### src/rtl/plab4_net_router_domain_sched.sv
// Two-domain scheduler sharing one router input port's path to the switch arbiters.
// Define PLAB4_NET_DOMAIN_SCHED_TDM_EN for strict time-division slots instead of bounded-burst round-robin.
module plab4_net_router_domain_sched #(
    parameter int p_max_burst   = 4,
    parameter int p_slot_cycles = 8
) (
    input  logic       clk,
    input  logic       reset,
    input  logic [2:0] reqs_d1,
    input  logic [2:0] reqs_d2,
    input  logic [2:0] grants,
    output logic [2:0] reqs,
    output logic       domain,
    output logic [2:0] grants_d1,
    output logic [2:0] grants_d2,
    output logic       xfer
);

    // Out-of-range configurations elaborate an empty marker block so they are easy to spot.
    if (p_max_burst < 1 || p_max_burst > 255 || p_slot_cycles < 1) begin : g_bad_cfg
    end

    logic sel;

    // Unselected domain's requests are dropped; with no requesters this is naturally 3'b000.
    assign reqs   = sel ? reqs_d2 : reqs_d1;
    assign domain = sel;
    assign xfer   = |(reqs & grants);

    genvar gi;
    generate
        for (gi = 0; gi < 3; gi++) begin : g_steer
            assign grants_d1[gi] = grants[gi] & ~sel;
            assign grants_d2[gi] = grants[gi] &  sel;
        end
    endgenerate

`ifdef PLAB4_NET_DOMAIN_SCHED_TDM_EN

    localparam int c_slot_nbits = (p_slot_cycles > 1) ? $clog2(p_slot_cycles) : 1;
    localparam logic [c_slot_nbits-1:0] c_slot_last = c_slot_nbits'(p_slot_cycles - 1);

    logic                    slot_owner_reg;
    logic [c_slot_nbits-1:0] slot_cnt_reg;

    always_ff @(posedge clk) begin
        if (reset) begin
            slot_owner_reg <= 1'b0;
            slot_cnt_reg   <= '0;
        end else if (slot_cnt_reg == c_slot_last) begin
            slot_owner_reg <= ~slot_owner_reg;
            slot_cnt_reg   <= '0;
        end else begin
            slot_cnt_reg   <= slot_cnt_reg + 1'b1;
        end
    end

    // Request-independent selection closes the timing channel between domains.
    assign sel = slot_owner_reg;

`else

    localparam int c_cnt_nbits = $clog2(p_max_burst + 1);
    localparam logic [c_cnt_nbits-1:0] c_max_burst = c_cnt_nbits'(p_max_burst);

    logic                   owner_reg;
    logic [c_cnt_nbits-1:0] cnt_reg;
    logic                   r1;
    logic                   r2;

    assign r1 = |reqs_d1;
    assign r2 = |reqs_d2;

    always_comb begin
        sel = owner_reg;
        if (r1 && !r2) begin
            sel = 1'b0;
        end else if (r2 && !r1) begin
            sel = 1'b1;
        end else if (r1 && r2 && (cnt_reg >= c_max_burst)) begin
            sel = ~owner_reg;
        end
    end

    always_ff @(posedge clk) begin
        if (reset) begin
            owner_reg <= 1'b0;
            cnt_reg   <= '0;
        end else if (xfer) begin
            if (sel == owner_reg) begin
                if (cnt_reg < c_max_burst) begin
                    cnt_reg <= cnt_reg + 1'b1;
                end
            end else begin
                owner_reg <= sel;
                cnt_reg   <= c_cnt_nbits'(1);
            end
        end else if (!r1 && !r2) begin
            cnt_reg <= '0;
        end
        // A denied request holds owner and cnt so the burst resumes where it stalled.
    end

`endif

endmodule

### config.mk
export PLATFORM = sky130hd
export DESIGN_NAME = plab4_net_router_domain_sched
export DESIGN_NICKNAME = d
export VERILOG_FILES = /design/src/rtl/plab4_net_router_domain_sched.sv
export SDC_FILE = /design/constraint.sdc
export NUM_CORES = 1
export LEC_CHECK = 0
export CAP_MARGIN = 20
export CELL_PAD_IN_SITES_DETAIL_PLACEMENT = 1
export CELL_PAD_IN_SITES_GLOBAL_PLACEMENT = 1
export CORE_AREA = 2 2 44 46
export CTS_BUF_LIST = sky130_fd_sc_hd__clkbuf_16
export CTS_CLUSTER_SIZE = 12
export DETAILED_ROUTE_END_ITERATION = 10
export DIE_AREA = 0 0 46 48
export PLACE_DENSITY = 0.8
export REMOVE_ABC_BUFFERS = 1
export SLEW_MARGIN = 15
export SYNTH_ARGS = -nofsm -noshare
export SYNTH_HDL_FRONTEND = slang
export SYNTH_SLANG_ARGS = --single-unit
### constraint.sdc
create_clock -name clk -period 5.3 [get_ports clk]
set_input_delay 0.53 -clock clk [delete_from_list [all_inputs] [get_ports clk]]
set_output_delay 0.53 -clock clk [all_outputs]
set_load 0.05 [all_outputs]
; ---- After elaboration in Yosys (flattened, before gate mapping)
; Index checks and enable logic that the tools add are counted.
[totals]
regBits = 4
output_inout_bits = 11
wordCells = 38
[op_classes]
add_sub_neg = 1
order_cmp = 2
eq_ne = 2
n_mux = 8
bitwise_logic = 10
reduce_logical = 13
[op_table]
columns = cell, count
row1 = 2-to-1 mux 3 bit, 5
row2 = OR reduction 3 bit, 3
row3 = bitwise AND 1 bit, 6
row4 = logical AND 1 bit, 5
row5 = AND reduction 2 bit, 2
row6 = adder 3 x 1 -> 3 bit (second input constant), 1
row7 = bitwise AND 3 bit, 1
row8 = greater-or-equal comparator 3 bit (second input constant), 1
row9 = < comparator 3 bit (second input constant), 1
row10 = 2-to-1 mux 1 bit, 3
row11 = inequality test 3 x 2 -> 1 bit (second input constant), 1
row12 = NOT 1 bit, 3
row13 = zero test 1 bit, 2
row14 = nonzero test 2 bit, 1
row15 = equality test 1 bit, 1

; ---- Longest topological paths before layout
[depth]
word_depth = 11
depth_mapped = 7
mapped_depth_nobuf = 6

; ---- Worst setup path before layout
; Ideal clock, no wire load.
[synth_timing]
kind = reg2out
startpoint = reg owner_reg
endpoint = out xfer
t_arrival_ns = 2.256
required_ns = 4.770
path_slack_ns = 2.514
path_stages_with_launch = 7
n_path_buf = 1
path_cell_list = dfxtp_1 > buf_6 > xor2_2 > o21a_1 > o22a_1 > a222oi_1 > inv_1
[synth_via]
elab_chain_len = 7
[synth_lines]
columns = element, line
row1 = from (decl), 66  ; logic owner_reg;
row2 = from (signal assigned), 95  ; owner_reg <= sel;
row3 = NOT 1 bit, 81  ; sel = ~owner_reg;
row4 = 2-to-1 mux 1 bit *, 80  ; end else if (r1 && r2 && (cnt_reg >= c_max_burst)) begin
row5 = 2-to-1 mux 1 bit *, 78  ; end else if (r2 && !r1) begin
row6 = 2-to-1 mux 1 bit *, 76  ; if (r1 && !r2) begin
row7 = 2-to-1 mux 3 bit *, 26  ; assign reqs = sel ? reqs_d2 : reqs_d1;
row8 = via reqs[2], 12  ; output logic [2:0] reqs,
row9 = bitwise AND 3 bit *, 28  ; assign xfer = |(reqs & grants);
row10 = OR reduction 3 bit *, 28
row11 = to (decl), 16  ; output logic xfer
; The timed path passes the listed nets; every way through them passes the cells marked *.

; ---- Final worst setup path
[layout_timing]
startpoint = in reqs_d1[1]
endpoint = out xfer
[layout_via]
elab_chain_len = 9
[layout_lines]
columns = element, line
row1 = from (decl), 9  ; input logic [2:0] reqs_d1,
row2 = OR reduction 3 bit, 71  ; assign r1 = |reqs_d1;
row3 = logical AND 1 bit (2 in a row), 80
row4 = 2-to-1 mux 1 bit, 80
row5 = 2-to-1 mux 1 bit, 78
row6 = 2-to-1 mux 1 bit, 76
row7 = 2-to-1 mux 3 bit *, 26
row8 = bitwise AND 3 bit *, 28
row9 = OR reduction 3 bit *, 28
; Every way passes the cells marked *; elsewhere a longest branch is shown, timed or not.

==> results.cfg <==
[timing]
finalHoldViolCount = 0
finalMaxSlewViolations = 0
skew_ps = 1.21
fmax_mhz = 264
tns_ps = 0
rsz0062_at_grt = false
holdWs_ps = 500
finalSetupViolCount = 0
worst_slew_margin_rel_pct = 32.1
worst_pin_slew_ps = 1020
post-route-min-period_ps = 3790
period_share_pct = 71.5
worst_slack_ps = 1510

[global_routing]
grt_max_degree = 12
grt-ovfl-total = 0
track_usage_pct = 13.7
grt_pass1_wl_um = 2210
antenna_found_initial = 0
grt_pass1_vias = 529

[worst_hold_path]
hold_path_end = cnt_reg[1]
worstHoldStart = cnt_reg[1]
holdPathStages = 2
hp-class = reg -> reg

[logic_synthesis]
synth_area_leaders = dfxtp_1, and2_1, a21oi_1, o21ai_0, nor2_1
synthFlopType = dfxtp_1
synth.avg_cell_area_um2 = 7.35
synth_edf_count = 0
yosys-top-cells-count = a21oi_1, nor2_1, o21ai_0
synth.yosys.seq_area_share_pct = 17.0
yosysWarnings = 0
netlist_instances = 64
ys_ff_latch = 4
ys_types = 29
netlist_area_um2 = 470
synth_top_area_share_pct = 17.0
yosysTopAreaCell = dfxtp_1
ys_async_sr_fraction_pct = 0

[floorplanning]
dieArea_mm2 = 0.00221
io_pins = 22
dieHeight_um = 48
die_w_um = 46
rows = 15
start_util_pct = 27.9
coreArea_mm2 = 0.00169

[placed_design]
pre_cts_ws_ps = 1550
numPortBuffers = 21
hpwlAfterDp_um = 1110
place_congestion = 0.860

[clock_network]
htreeDepth = 1
cts_made_buffers = 3
cts_buffer_depth = 2
clkTransAtPathRegs_ps = 30
cts_num_sinks = 4
hold_buffers = 0
ctsResizeCount = 0
tritoncts = done
clk_latency_ps = 220
cts_setup_buffers = 0
cts-root-buf = clkbuf_16

[worst_setup_path]
path_class = in -> out
reg2reg_to = owner_reg
crit_path_max_fanout = 8
start_kind = primary input
critPathLaunch = reqs_d1[1]
worstRegToRegCells = 6
cp.required_ps = 4770
cpPeakStageDelay_ps = 900
r2r_slack_ps = 2590
cp_slowest_cell = a222oi_1
rr_startpoint = cnt_reg[2]
cp.arrival_ps = 3260
cp-end-kind = primary output
cpMostUsedCell = clkdlybuf4s50_1
path_cells = clkdlybuf4s50_1 -> nor2_1 -> o21a_1 -> o22a_1 -> a222oi_1 -> inv_1 -> clkdlybuf4s50_1

[finish]
largest_reg_flops = 3
diodes = 0
nNetsFinal = 100
fill_cells = 208
area_growth_syn_to_layout_pct = 60.4
drive_above_1_share_pct = 8.14

[detailed_routing]
antenna_left = 0
viasPerCell = 5.57
wl_per_cell_um = 13.9
drc = 0
drt_iter0_drc = 7
vias = 574
wl_um = 1430
drt_pre_antenna_iters = 4

[run]
maxCapViolCount = 0

[power_and_ir_drop]
ir_worst_vdd_v = 0.000323
cellLeakagePower_uw = 0.000278
powerDensity_mw_per_mm2 = 296

[run_status]
outcome = complete, no violations
-- critical path, delay by kind of cell --
kind            cells  cell delay, ps
compound gates      3            1280
simple gates        1              70
buf+inv             3            1380
-- worst max path at each step --
stage | endpoint | slack (ps) | cells after the start
detailed placement | xfer | 1550 | 7
finish | xfer | 1510 | 7
floorplan | xfer | 2410 | 5
global placement | grants_d2[1] | 1670 | 7
CTS | xfer | 1520 | 7
global route | xfer | 1330 | 7
-- cells by family (layout without fill, tap and decap cells) --
logic type                 Yosys count  in the layout  share of synthesized area [%]
AOI/OAI and AO/OA                   27             27                           37.0
xor gates and xnor gates             2              2                           6.92
adders and majority gates            1              1                           2.66
buffers and inverters                5             27                           7.18
DFF                                  4              4                           17.0
muxes                                1              1                           2.39
and+or+nand+nor                     24             24                           26.9
-- layout by cell type, fill, tap and decap left out, types with 2 or more instances in the layout --
master           instances
nor3_1                   3
nor2b_1                  2
clkbuf_16                3
o211ai_1                 2
o21ai_0                  7
and2_1                   6
nor2_1                   7
a21oi_1                  7
dfxtp_1                  4
clkdlybuf4s50_1         21
inv_1                    3
nand3_1                  3
-- final cells by class --
| type | count | area (um^2) | area share [%] |
|---|---|---|---|
| Tap cell | 17 | 21.3 | 2.82 |
| Sequential cell | 4 | 80.1 | 10.6 |
| Multi-Input combinational cell | 55 | 357 | 47.3 |
| Inverter | 3 | 11.3 | 1.49 |
| Timing Repair Buffer | 21 | 210 | 27.9 |
| Clock buffer | 3 | 75.1 | 9.95 |
-- metal layers --
layer	wire [um]	global-route usage, %	vias up	part of all wire (%)
li1	-	-	283	-
met2	657	22.8	23	46
met1	662	16.9	268	46
met4	0	5.14	0	0
met5	0	0	-	0
met3	107	3.77	0	7.5
-- metrics by stage --
step	power [uW]	instances	utilization, %	area, um^2
floorplan	80.7	62	-	448
global placement	107	100	40.2	679
detailed placement	108	100	40.2	679
CTS	225	103	44.7	754
global route	232	103	44.7	754
finish	223	103	44.7	754
-- report_power, final --
| group | internal (uW) | switching, uW | total [uW] |
|---|---|---|---|
| combinational | 28.8 | 42.6 | 71.4 |
| sequential | 33.0 | 3.50 | 36.5 |
| clock | 96.2 | 19.0 | 115 |
| total | 158 | 65.1 | 223 |
(Power assumes the default switching activity.)
==> RTL change (config.mk and constraints unchanged) <==
Add a define of `PLAB4_NET_DOMAIN_SCHED_TDM_EN`.
--- a/src/rtl/plab4_net_router_domain_sched.sv
+++ b/src/rtl/plab4_net_router_domain_sched.sv
@@ -2,2 +2,4 @@
 // Define PLAB4_NET_DOMAIN_SCHED_TDM_EN for strict time-division slots instead of bounded-burst round-robin.
+`define PLAB4_NET_DOMAIN_SCHED_TDM_EN
+
 module plab4_net_router_domain_sched #(
Function: changed (a bounded check fails within 4 cycles, from zero or initial values and one cycle with reset high).
==> RTL change against the original RTL <==
Register-to-register slack better by 1.7 ns. Utilization is 12 points lower. Global-route usage is 6.8 points lower. Largest power group unchanged. Setup slack better by 0.94 ns. Routed wire length is 51% lower. Synthesized area is 47% lower. Sequential share of layout area is 4.1 points higher. Critical path type unchanged. Final area is 28% lower. Total power is 18% lower. Sequential cell count stayed put.
==> RTL change: results <==
export IMPL_cp_slowest_cell="sky130_fd_sc_hd__clkdlybuf4s50_1"
export IMPL_max_stage_delay_ns=0.71
export IMPL_power_ir_vdd_worst_v=0.000217
export IMPL_layoutNonFillerInstCount=63
export IMPL_result_of_the_run="finished, final reports clean"
export IMPL_multi_input_cells=17
export IMPL_proportion_of_cell_area_occupied_by_multi_input_gates_pct=28.3
export IMPL_synthXorXnorAreaFrac_pct=3.52
export IMPL_timing_worst_slew_pin_value_ns=0.512
export IMPL_fin_util_pct=32.2
export IMPL_non_clock_buffer_area_share_pct=38.6
export IMPL_worst_r2r_path_cells=4
export IMPL_synth_compound_area_share_pct=4.02
export IMPL_final_signal_inverter_count=1
export IMPL_numPlacedInstances=60
export IMPL_grt_pass1_wl_mm=1.01
export IMPL_post_synth_mux_area_share_pct=15.1
export IMPL_routed_len_inst_um=11.2
export IMPL_synthAdderAreaFrac_pct=10.1
export IMPL_r2r_end="domain"
export IMPL_ys_top_cells_by_count="sky130_fd_sc_hd__dfxtp_1 (4), sky130_fd_sc_hd__and2_2 (3), sky130_fd_sc_hd__and2b_2 (3)"
export IMPL_route_met3_wl_um=72
export IMPL_top_signal_layer_used="met4"
export IMPL_global_route_usage_total_pct=6.90
export IMPL_hold_path_startpoint="slot_cnt_reg[0]"
export IMPL_routed_length_on_met2_um=350
export IMPL_clock_skew_ns=0.000305
export IMPL_power_report_internal_total_uw=145
export IMPL_data_arrival_critical_path_ns=2.32
export IMPL_timing_rr_start="slot_cnt_reg[0]"
export IMPL_synth_seq_area_share_pct=32.2
export IMPL_iteration_0_drc_markers=3
export IMPL_timing_hold_ws_ns=0.428
export IMPL_synth_top_cells_by_area="sky130_fd_sc_hd__dfxtp_1 (32%), sky130_fd_sc_hd__and2b_2 (11%), sky130_fd_sc_hd__ha_1 (10%)"
export IMPL_synth_lib_cells_used_distinct=13
export IMPL_clock_cell_area_share_pct=13.8
export IMPL_via_count_of_the_first_global_routing_pass=239
export IMPL_fillCellCount=197
-- RTL change: how the worst max path moves through the flow --
stage,end,slack (ns),startpoint
detailed placement,xfer,2.43,reqs_d1[2]
global placement,xfer,2.47,reqs_d1[2]
floorplan,xfer,2.91,domain
CTS,xfer,2.43,reqs_d1[2]
global route,xfer,2.37,reqs_d1[2]
finish,xfer,2.45,reqs_d1[2]
-- RTL change: power groups by stage --
| stage | registers (mW) | logic, mW | clock network, mW |
|---|---|---|---|
| after floorplan | 0.0337 | 0.0186 | 0 |
| after global placement | 0.0336 | 0.0338 | 0 |
| after detailed placement | 0.0337 | 0.0347 | 0 |
| after CTS | 0.0334 | 0.0348 | 0.117 |
| after global routing | 0.0335 | 0.0364 | 0.120 |
| final | 0.0333 | 0.0344 | 0.115 |
-- RTL change: routing by layer --
layer	track usage [%]	vias up
met5	0	-
met3	3.77	2
met2	11.4	16
met4	5.14	0
met1	6.46	111
li1	-	126
